--- config.mk ---
export PLATFORM = sky130hd
export DESIGN_NAME = year_bcd_writer
export DESIGN_NICKNAME = d
export VERILOG_FILES = /design/src/rtl/year_bcd_writer.sv
export SDC_FILE = /design/constraint.sdc
export NUM_CORES = 1
export LEC_CHECK = 0
export BUFFER_PORTS_ARGS = -buffer_cell sky130_fd_sc_hd__buf_2
export CORE_UTILIZATION = 55
export DETAILED_ROUTE_END_ITERATION = 10
export PLACE_DENSITY = 0.79
export SYNTH_ARGS = -nofsm -noshare
export SYNTH_HDL_FRONTEND = slang
export SYNTH_SLANG_ARGS = --single-unit
--- constraint.sdc ---
create_clock -name clkW -period 2.2 [get_ports clkW]
set_input_delay 0.22 -clock clkW [delete_from_list [all_inputs] [get_ports clkW]]
set_output_delay 0.22 -clock clkW [all_outputs]
set_load 0.03 [all_outputs]
--- src/rtl/year_bcd_writer.sv ---
// Converts the captured 7-bit binary year to packed BCD (double-dabble) and writes it to the RTC year register.
// Latency: busyW rises the cycle after an accepted start; doneW pulses 9+6*T_PHASE cycles after the start edge.
// Backpressure: none; startW is honoured only in IDLE, and is neither queued nor retained otherwise.
module year_bcd_writer #(
    parameter logic [7:0] ADDR_YEAR = 8'h26,
    parameter int         T_PHASE   = 4
) (
    input  logic       clkW,
    input  logic       resetW,
    input  logic       startW,
    input  logic [6:0] yearW,
    output logic       busyW,
    output logic       doneW,
    output logic       errW,
    output logic [7:0] ad_outW,
    output logic       ad_oeW,
    output logic       adW,
    output logic       csW,
    output logic       wrW,
    output logic       rdW
);

    localparam int CW = (T_PHASE > 1) ? $clog2(T_PHASE) : 1;

    typedef enum logic [3:0] {
        IDLE, CHECK, CONV, A_SET, A_STB, A_HLD, D_SET, D_STB, D_HLD, FIN
    } state_t;

    state_t          state;
    state_t          stateNext;
    logic [CW-1:0]   phaseCnt;
    logic [2:0]      convCnt;
    logic [6:0]      yearReg;
    logic [7:0]      bcdReg;
    logic [7:0]      bcdAdj;
    logic            phaseLast;
    logic            convLast;
    logic            yearBad;
    logic            inAddr;
    logic            inData;

    assign phaseLast = (phaseCnt == CW'(T_PHASE - 1));
    assign convLast  = (convCnt == 3'd6);
    assign yearBad   = (yearReg > 7'd99);
    assign inAddr    = (state == A_SET) || (state == A_STB) || (state == A_HLD);
    assign inData    = (state == D_SET) || (state == D_STB) || (state == D_HLD);

    // Nibble correction applied before each shift of the double-dabble.
    always_comb begin
        bcdAdj = bcdReg;
        if (bcdReg[3:0] >= 4'd5) bcdAdj[3:0] = bcdReg[3:0] + 4'd3;
        if (bcdReg[7:4] >= 4'd5) bcdAdj[7:4] = bcdReg[7:4] + 4'd3;
    end

    always_ff @(posedge clkW) begin
        if (!resetW) state <= IDLE;
        else         state <= stateNext;
    end

    always_comb begin
        stateNext = state;
        case (state)
            IDLE:    if (startW)    stateNext = CHECK;
            CHECK:   stateNext = yearBad ? IDLE : CONV;
            CONV:    if (convLast)  stateNext = A_SET;
            A_SET:   if (phaseLast) stateNext = A_STB;
            A_STB:   if (phaseLast) stateNext = A_HLD;
            A_HLD:   if (phaseLast) stateNext = D_SET;
            D_SET:   if (phaseLast) stateNext = D_STB;
            D_STB:   if (phaseLast) stateNext = D_HLD;
            D_HLD:   if (phaseLast) stateNext = FIN;
            FIN:     stateNext = IDLE;
            default: stateNext = IDLE;
        endcase
    end

    always_ff @(posedge clkW) begin
        if (!resetW) begin
            yearReg  <= 7'd0;
            bcdReg   <= 8'd0;
            convCnt  <= 3'd0;
            phaseCnt <= '0;
        end else begin
            if (state == IDLE && startW) yearReg <= yearW;
            if (state == CHECK) begin
                bcdReg  <= 8'd0;
                convCnt <= 3'd0;
            end
            // Year is consumed MSB first; yearReg is free once converted.
            if (state == CONV) begin
                bcdReg  <= (bcdAdj << 1) | {7'd0, yearReg[6]};
                yearReg <= {yearReg[5:0], 1'b0};
                convCnt <= convCnt + 3'd1;
            end
            if (inAddr || inData) phaseCnt <= phaseLast ? '0 : phaseCnt + 1'b1;
            else                  phaseCnt <= '0;
        end
    end

    // Outputs are decoded from the current state and registered, so they trail the state by one cycle.
    always_ff @(posedge clkW) begin
        if (!resetW) begin
            busyW   <= 1'b0;
            doneW   <= 1'b0;
            errW    <= 1'b0;
            ad_outW <= 8'd0;
            ad_oeW  <= 1'b0;
            adW     <= 1'b0;
            csW     <= 1'b1;
            wrW     <= 1'b1;
            rdW     <= 1'b1;
        end else begin
            busyW   <= (state == CHECK && !yearBad) || (state == CONV) || inAddr || inData;
            doneW   <= (state == FIN);
            errW    <= (state == CHECK) && yearBad;
            ad_outW <= inAddr ? ADDR_YEAR : (inData ? bcdReg : 8'd0);
            ad_oeW  <= inAddr || inData;
            adW     <= inData;
            csW     <= !(inAddr || inData);
            wrW     <= !((state == A_STB) || (state == D_STB));
            rdW     <= 1'b1;
        end
    end

endmodule
=== Word-level counts from Yosys, hierarchy flattened ===
Index checks and enable logic that the tools add are counted.

* Reductions and logical operators: 22
* Bitwise gates (word level): 4
* Magnitude comparators: 3
* Add/sub/neg operators: 4
* Mux-type cells: 20
* Equality and inequality tests: 19

{| class="wikitable"
|+ Operators by type and width
! kind !! number
|-
| 4-bit two-way mux || 9
|-
| 4-bit case mux with 9 select lines || 1
|-
| 4-bit by 3-bit == test with 1-bit output, second input constant || 4
|-
| 8-bit two-way mux || 2
|-
| 2-bit inequality test, second input constant || 8
|-
| 7-bit two-way mux || 2
|-
| 6-bit two-way mux || 2
|-
| 1-bit logical OR || 9
|-
| 3-bit two-way mux || 3
|-
| 4-bit by 2-bit == test with 1-bit output, second input constant || 2
|-
| 4-bit == test, second input constant || 2
|-
| 4-bit by 3-bit >= comparator with 1-bit output, second input constant || 2
|-
| 8-bit by 1-bit OR with 8-bit output || 1
|-
| 8-bit AND reduction || 1
|-
| 7-bit greater-than comparator, second input constant || 1
|-
| 3-bit OR reduction || 2
|-
| 4-bit by 2-bit adder with 4-bit output, second input constant || 1
|-
| 4-bit by 1-bit == test with 1-bit output, second input constant || 1
|-
| 4-bit zero test || 1
|-
| 2-bit nonzero test || 2
|-
| 3-bit by 1-bit adder with 3-bit output, second input constant || 1
|-
| 3-bit by 2-bit adder with 3-bit output, second input constant || 1
|-
| 3-bit == test, second input constant || 1
|-
| 1-bit logical AND || 3
|-
| other kinds (6) || 10
|}

* Register bits: 39
* Output and inout port bits: 16
* Logic and storage cells: 87

=== Logic depth before layout (Yosys ltp) ===
Gate-level depths: netlist of the first run.

* Depth in word-level cells: 6
* Gate-level depth with buffers: 7

=== Least setup slack after synthesis of the first run ===
Ideal clock, no wire load.

* Path type: register -> register
* Start: register state[1]
* End: register state[1]
* Slack: 484 ps
* Cell stages (with the launch flop): 7
* Clock period less this slack: 1716 ps
* Arrival: 1601 ps
* Cells stage by stage: dfxtp_1 -> buf_2 -> or4b_4 -> o22ai_4 -> a211oi_2 -> and4b_1 -> a31o_1

* Cells in the longest elaborated chain, start to end: 3
* Elaborated cells between the ends (all ways): 19
* Classes of those cells: eq/ne: 16; mux: 1; reduce/logical: 2

{| class="wikitable"
|+ Ends and longest elaborated chain
! what !! line !! text
|-
| start: declaration || 29 || <nowiki>state_t state;</nowiki>
|-
| start signal: assignment || 57 || <nowiki>else state <= stateNext;</nowiki>
|-
| 4-bit by 2-bit == test with 1-bit output, or another cell as far along || 62 || <nowiki>case (state)</nowiki>
|-
| 2-bit inequality test (no line) || -- ||
|-
| 8-bit AND reduction (no line) || -- ||
|}

Several ways; a longest one is shown, not always the timed one.
A chain may end at the register's enable or synchronous reset.

=== Worst setup path after layout of the first run ===
* Start: register state[2]
* End: register state[1]

The elaborated chain is that of the path after synthesis.

==> flow_summary.ini, run 1 <==
[outcome]
status = finished, final reports clean

[synthesis]
synthArstFlopShare_pct = 0
synth_top_area_cell = dfxtp_1
ys_seq_elements = 39
syn-num-nets = 215
synth_edf_count = 0
synth_top_area_share_pct = 44.29
synth.area.top_cells = dfxtp_1 44%, nor2_1 5.5%, mux2i_1 5.1%
syn_area_um2 = 1763
ys_types = 44
synth-main-ff-cell = dfxtp_1
synth_cells = 198
yosysWarnings = 0
synth_seq_area_share_pct = 44.29
synth_area_per_cell_um2 = 8.904

[hold_path]
hp-class = in -> reg

[sta]
setup_slack_ps = 224.2
final.setup.tns_ps = 0
finalHoldViolCount = 0
final_max_slew_viol_count = 0
timing.slew.headroom_pct = 64.48
period_minus_slack_ps = 1976
skew_ps = 12.99
clock.fmax_mhz = 506.1
rsz0062_at_grt = no
worst_pin_slew_ps = 532.0
setup_viol = 0
min_period_over_period_pct = 89.81

[global_routing]
grt_pass1_vias = 1368
grt_pass1_wl_um = 5595
grt_max_degree = 29
grt_overflow = 0
antenna_found_initial = 0
track_usage_pct = 21.86

[die]
num_io_pins = 26
rows = 20
die-area_um2 = 3436
core_um2 = 3053
fp.dieW_um = 58.62
start_util_pct = 57.75
dieHeight_um = 58.62

[route]
ant_nets = 0
drt_wl_total_um = 3305
dr.first_iter.drc_count = 34
vias = 1461
drt_drc_violations_left = 0
viasPerCell = 5.534
wl_per_cell_um = 12.52
dr.pass1.iters = 4

[clock_network]
clock_sinks = 39
root_buffer = clkbuf_4
clk_pin_slew_ps = 90
cts_tree = yes
h-tree-depth = 2
ctsHoldBuffers = 0
cts_setup_buffers = 0
clock_path_buffers = 2
clk_latency_ps = 330
cts_resized = 0
cts-buffers-inserted = 5

[placement]
portBuffers = 24
gp_congestion = 0.8917
post-place-ws_ps = 265.7
dp_hpwl_um = 2413

[critical_path]
cp-start-kind = register
arrival_ps = 2200
reg2reg_setup_slack_ps = 220
critical_path_peak_fanout = 16
crit_type = reg -> reg
cp-end-kind = register
required_ps = 2420

[power]
power_density_nw_per_um2 = 1014
vdd_drop_max_mv = 0.5088
p_leak_uw = 0.0008418

[layout]
nets = 238
area.growth.synth_to_final_pct = 11.21
post-route-util_pct = 64.22
final_cell_mix = 39 x dfxtp_1, 26 x nor2_1, 24 x buf_2
diodes = 0
final_common_cell = dfxtp_1
layout-drive-gt1-share_pct = 18.18

[job]
maxCapViolCount = 0
[report_power, final]
group          internal, µW  switching (µW)
clock                   114             199
combinational           288             431
sequential              821             135
total                  1220             765
[synth_stat cells, types with 2 or more instances]
cell type and n:
nand2_1 9, mux2i_1 9, o21ai_0 9, and2_1 3, dfxtp_1 39, inv_1 8, xnor2_1 3, a211oi_1 7
and3_1 2, buf_2 3, clkbuf_1 9, ha_1 7, a21oi_1 17, nand2b_1 3, o22a_1 2, nor3_1 7
nand3_1 4, nand3b_1 3, nor2_1 26, a22oi_1 4
[state kept, by name (all words and copies together) (netlist names)]
register,cells
state,4
errW,1
adW,1
bcdReg,8
ad_outW,8
ad_oeW,1
yearReg,7
csW,1
phaseCnt,2
busyW,1
wrW,1
convCnt,3
doneW,1
[worst max-delay path, cell delays in order, from the launching register on]
cell and delay, ps:
dfxtp_1 640, nor2_1 180, and3b_1 210, a211oi_2 380, o21ai_0 190, a31o_1 260
[layer usage]
metal	track usage [%]	share of wire (%)	routed length, µm
met1	23.07	43	1416
met2	38.42	49	1608
met3	8.132	5.7	189
met4	10.54	2.8	91
met5	0	0	0
[logic make-up (layout without fill, tap and decap cells)]
group | after synthesis | in the layout | share of synthesized area [%]
AO/OA/AOI/OAI | 49 | 49 | 18.38
multiplexers | 9 | 9 | 5.110
buffers and inverters | 22 | 44 | 5.110
adder cells (fa/ha/maj) | 7 | 7 | 4.968
XOR/XNOR | 3 | 3 | 1.491
AND/OR/NAND/NOR | 68 | 68 | 20.44
other | 1 | 1 | 0.2127
flip-flops | 39 | 39 | 44.29
[final cells by class]
class / count / area (µm²)
multi-input cells: 137 / 892.1
fillers: 273 / 1092
flip-flops and latches: 39 / 780.7
clock buffers: 6 / 41.29
inverters: 9 / 33.78
well taps: 44 / 55.05
repair buffers: 29 / 157.7
[final timing paths]
kind,start,end,cells past startpoint
worst max-delay path,state[2]$_SDFFE_PN0P_,state[1]$_SDFFE_PN0P_,5
worst min-delay path,resetW,wrW$_SDFF_PN1_,2
worst max register to register,state[2]$_SDFFE_PN0P_,state[1]$_SDFFE_PN0P_,5
worst min register to register,phaseCnt[0]$_SDFF_PP0_,phaseCnt[0]$_SDFF_PP0_,1
[stage by stage]
| step | hold WS (ps) | area, µm² | std cells | power [µW] |
|---|---|---|---|---|
| floorplan | 396.2 | 1763 | 198 | 1526 |
| global placement | 405.8 | 1919 | 258 | 1647 |
| detailed placement | 421.9 | 1919 | 258 | 1687 |
| CTS | 125.8 | 1961 | 264 | 2000 |
| global route | 129.9 | 1961 | 264 | 2140 |
| finish | 145.8 | 1961 | 264 | 1987 |
Note: power is estimated with default switching activity, not from simulation.
==> inputs of run 2 (changes only) <==
--- a/config.mk
+++ b/config.mk
@@ -9,6 +9,7 @@
 export CORE_UTILIZATION = 55
 export DETAILED_ROUTE_END_ITERATION = 10
 export PLACE_DENSITY = 0.79
+export SETUP_SLACK_MARGIN = 0.3
 export SYNTH_ARGS = -nofsm -noshare
 export SYNTH_HDL_FRONTEND = slang
 export SYNTH_SLANG_ARGS = --single-unit
==> flow_summary.ini, run 2 (synthesis gave the netlist of run 1 again) <==
[clock_network]
clk_pin_slew_ps = 90
clock_path_buffers = 2
cts_tree = yes
clk_latency_ps = 330
clock_sinks = 39
ctsHoldBuffers = 0
cts-buffers-inserted = 5
root_buffer = clkbuf_4
h-tree-depth = 2

[sta]
final_max_slew_viol_count = 0
min_period_over_period_pct = 82.47
rsz0062_at_grt = no
final.setup.tns_ps = 0
period_minus_slack_ps = 1814
finalHoldViolCount = 0
setup_viol = 0
clock.fmax_mhz = 551.2
skew_ps = 9.940

[job]
maxCapViolCount = 0

[layout]
largestRegisters = ad_outW x8, bcdReg x8, yearReg x7
diodes = 0
layout-drive-gt1-share_pct = 19.55
nets = 238
final_cell_mix = 36 x dfxtp_1, 26 x nor2_1, 24 x buf_2
final_common_cell = dfxtp_1
post-route-util_pct = 64.34
area.growth.synth_to_final_pct = 11.43
design_area_um2 = 1964

[power]
sw_frac_of_total_pct = 38.35
power_density_nw_per_um2 = 1014
p_leak_uw = 0.0008429
combPwrFrac_pct = 36.1
p_int_uw = 1228
pwr-share-seq_pct = 48.3
vdd_drop_max_mv = 0.5090
clock_power_share_pct = 15.6
switching_power_uw = 763.9

[route]
dr.pass1.iters = 4
wl_per_cell_um = 12.54
ant_nets = 0
vias = 1477
viasPerCell = 5.595
drt_drc_violations_left = 0
drt_wl_total_um = 3310
dr.first_iter.drc_count = 32

[placement]
gp_congestion = 0.8917
dpl-instance-area_um2 = 1919
dp_hpwl_um = 2413
portBuffers = 24

[critical_path]
crit_type = reg -> reg
r2r_end = state[1]$_SDFFE_PN0P_
r2r-start = state[1]$_SDFFE_PN0P_
crit_start = state[1]$_SDFFE_PN0P_
critical_path_peak_fanout = 17
cp-end-kind = register
reg2reg_setup_slack_ps = 390
r2r_cells = 5
cp-start-kind = register
required_ps = 2420
arrival_ps = 2030

[global_routing]
grt_max_degree = 29
grt_pass1_vias = 1368
grt_pass1_wl_um = 5595
grt_overflow = 0
track_usage_pct = 21.86
antenna_found_initial = 0

[outcome]
status = finished, final reports clean

[hold_path]
hold_depth = 2
hp-start = resetW
hp-class = in -> reg
min_delay_worst_endpoint = wrW$_SDFF_PN1_

[die]
core_um2 = 3053
fp.dieW_um = 58.62
rows = 20
start_util_pct = 57.75
die-area_um2 = 3436
num_io_pins = 26
dieHeight_um = 58.62
## run 2: repair_timing
action	CTS	global route
endpoints found under the hold margin	0	0
resized for setup	3	0
endpoints found under the setup margin	1	0
buffers inserted	0	0
## run 2: layout make-up
type	instances	area [µm²]
repair buffers	29	157.7
inverters	9	33.78
clock buffers	6	41.29
multi-input cells	137	892.1
well taps	44	55.05
flip-flops and latches	39	784.5
fillers	271	1089
## run 2: metrics by stage
step / total power [µW] / worst slack (ps) / instances / hold WS, ps
2_1_floorplan: 1526 / 483.8 / 198 / 396.2
3_3_place_gp: 1647 / 375.4 / 258 / 405.8
3_5_place_dp: 1687 / 265.7 / 258 / 421.9
4_1_cts: 2006 / 394.5 / 264 / 125.8
5_1_grt: 2145 / 300.0 / 264 / 129.9
6_report: 1992 / 385.8 / 264 / 143.5
## run 2: power groups by stage
stage                     sequential, µW  combinational, µW  clock, µW
final                                962                719        311
after global placement               961                687          0
after detailed placement             973                714          0
after floorplan                      939                587          0
after global routing                 983                800        362
after CTS                            962                718        326
## run 2: worst max-delay path by stage
stage	end	cells past startpoint
final	state[1]$_SDFFE_PN0P_	5
after global routing	state[1]$_SDFFE_PN0P_	5
after CTS	state[1]$_SDFFE_PN0P_	5
after detailed placement	state[1]$_SDFFE_PN0P_	5
after global placement	state[1]$_SDFFE_PN0P_	5
after floorplan	state[1]$_SDFFE_PN0P_	6
## run 2: worst max-delay path, stage by stage (launching register included)
cell	delay, ps
dfxtp_2	420
or4b_4	600
o22ai_4	190
a211oi_2	100
and4b_1	220
a31o_1	190
## run 2: layer usage
metal  GRT usage [%]  up-vias  share of wire [%]
met1           23.07      680                 41
met5               0        -                  0
met3           8.132       10                6.9
met4           10.54        0                2.7
li1                -      736                  -
met2           38.42       51                 49
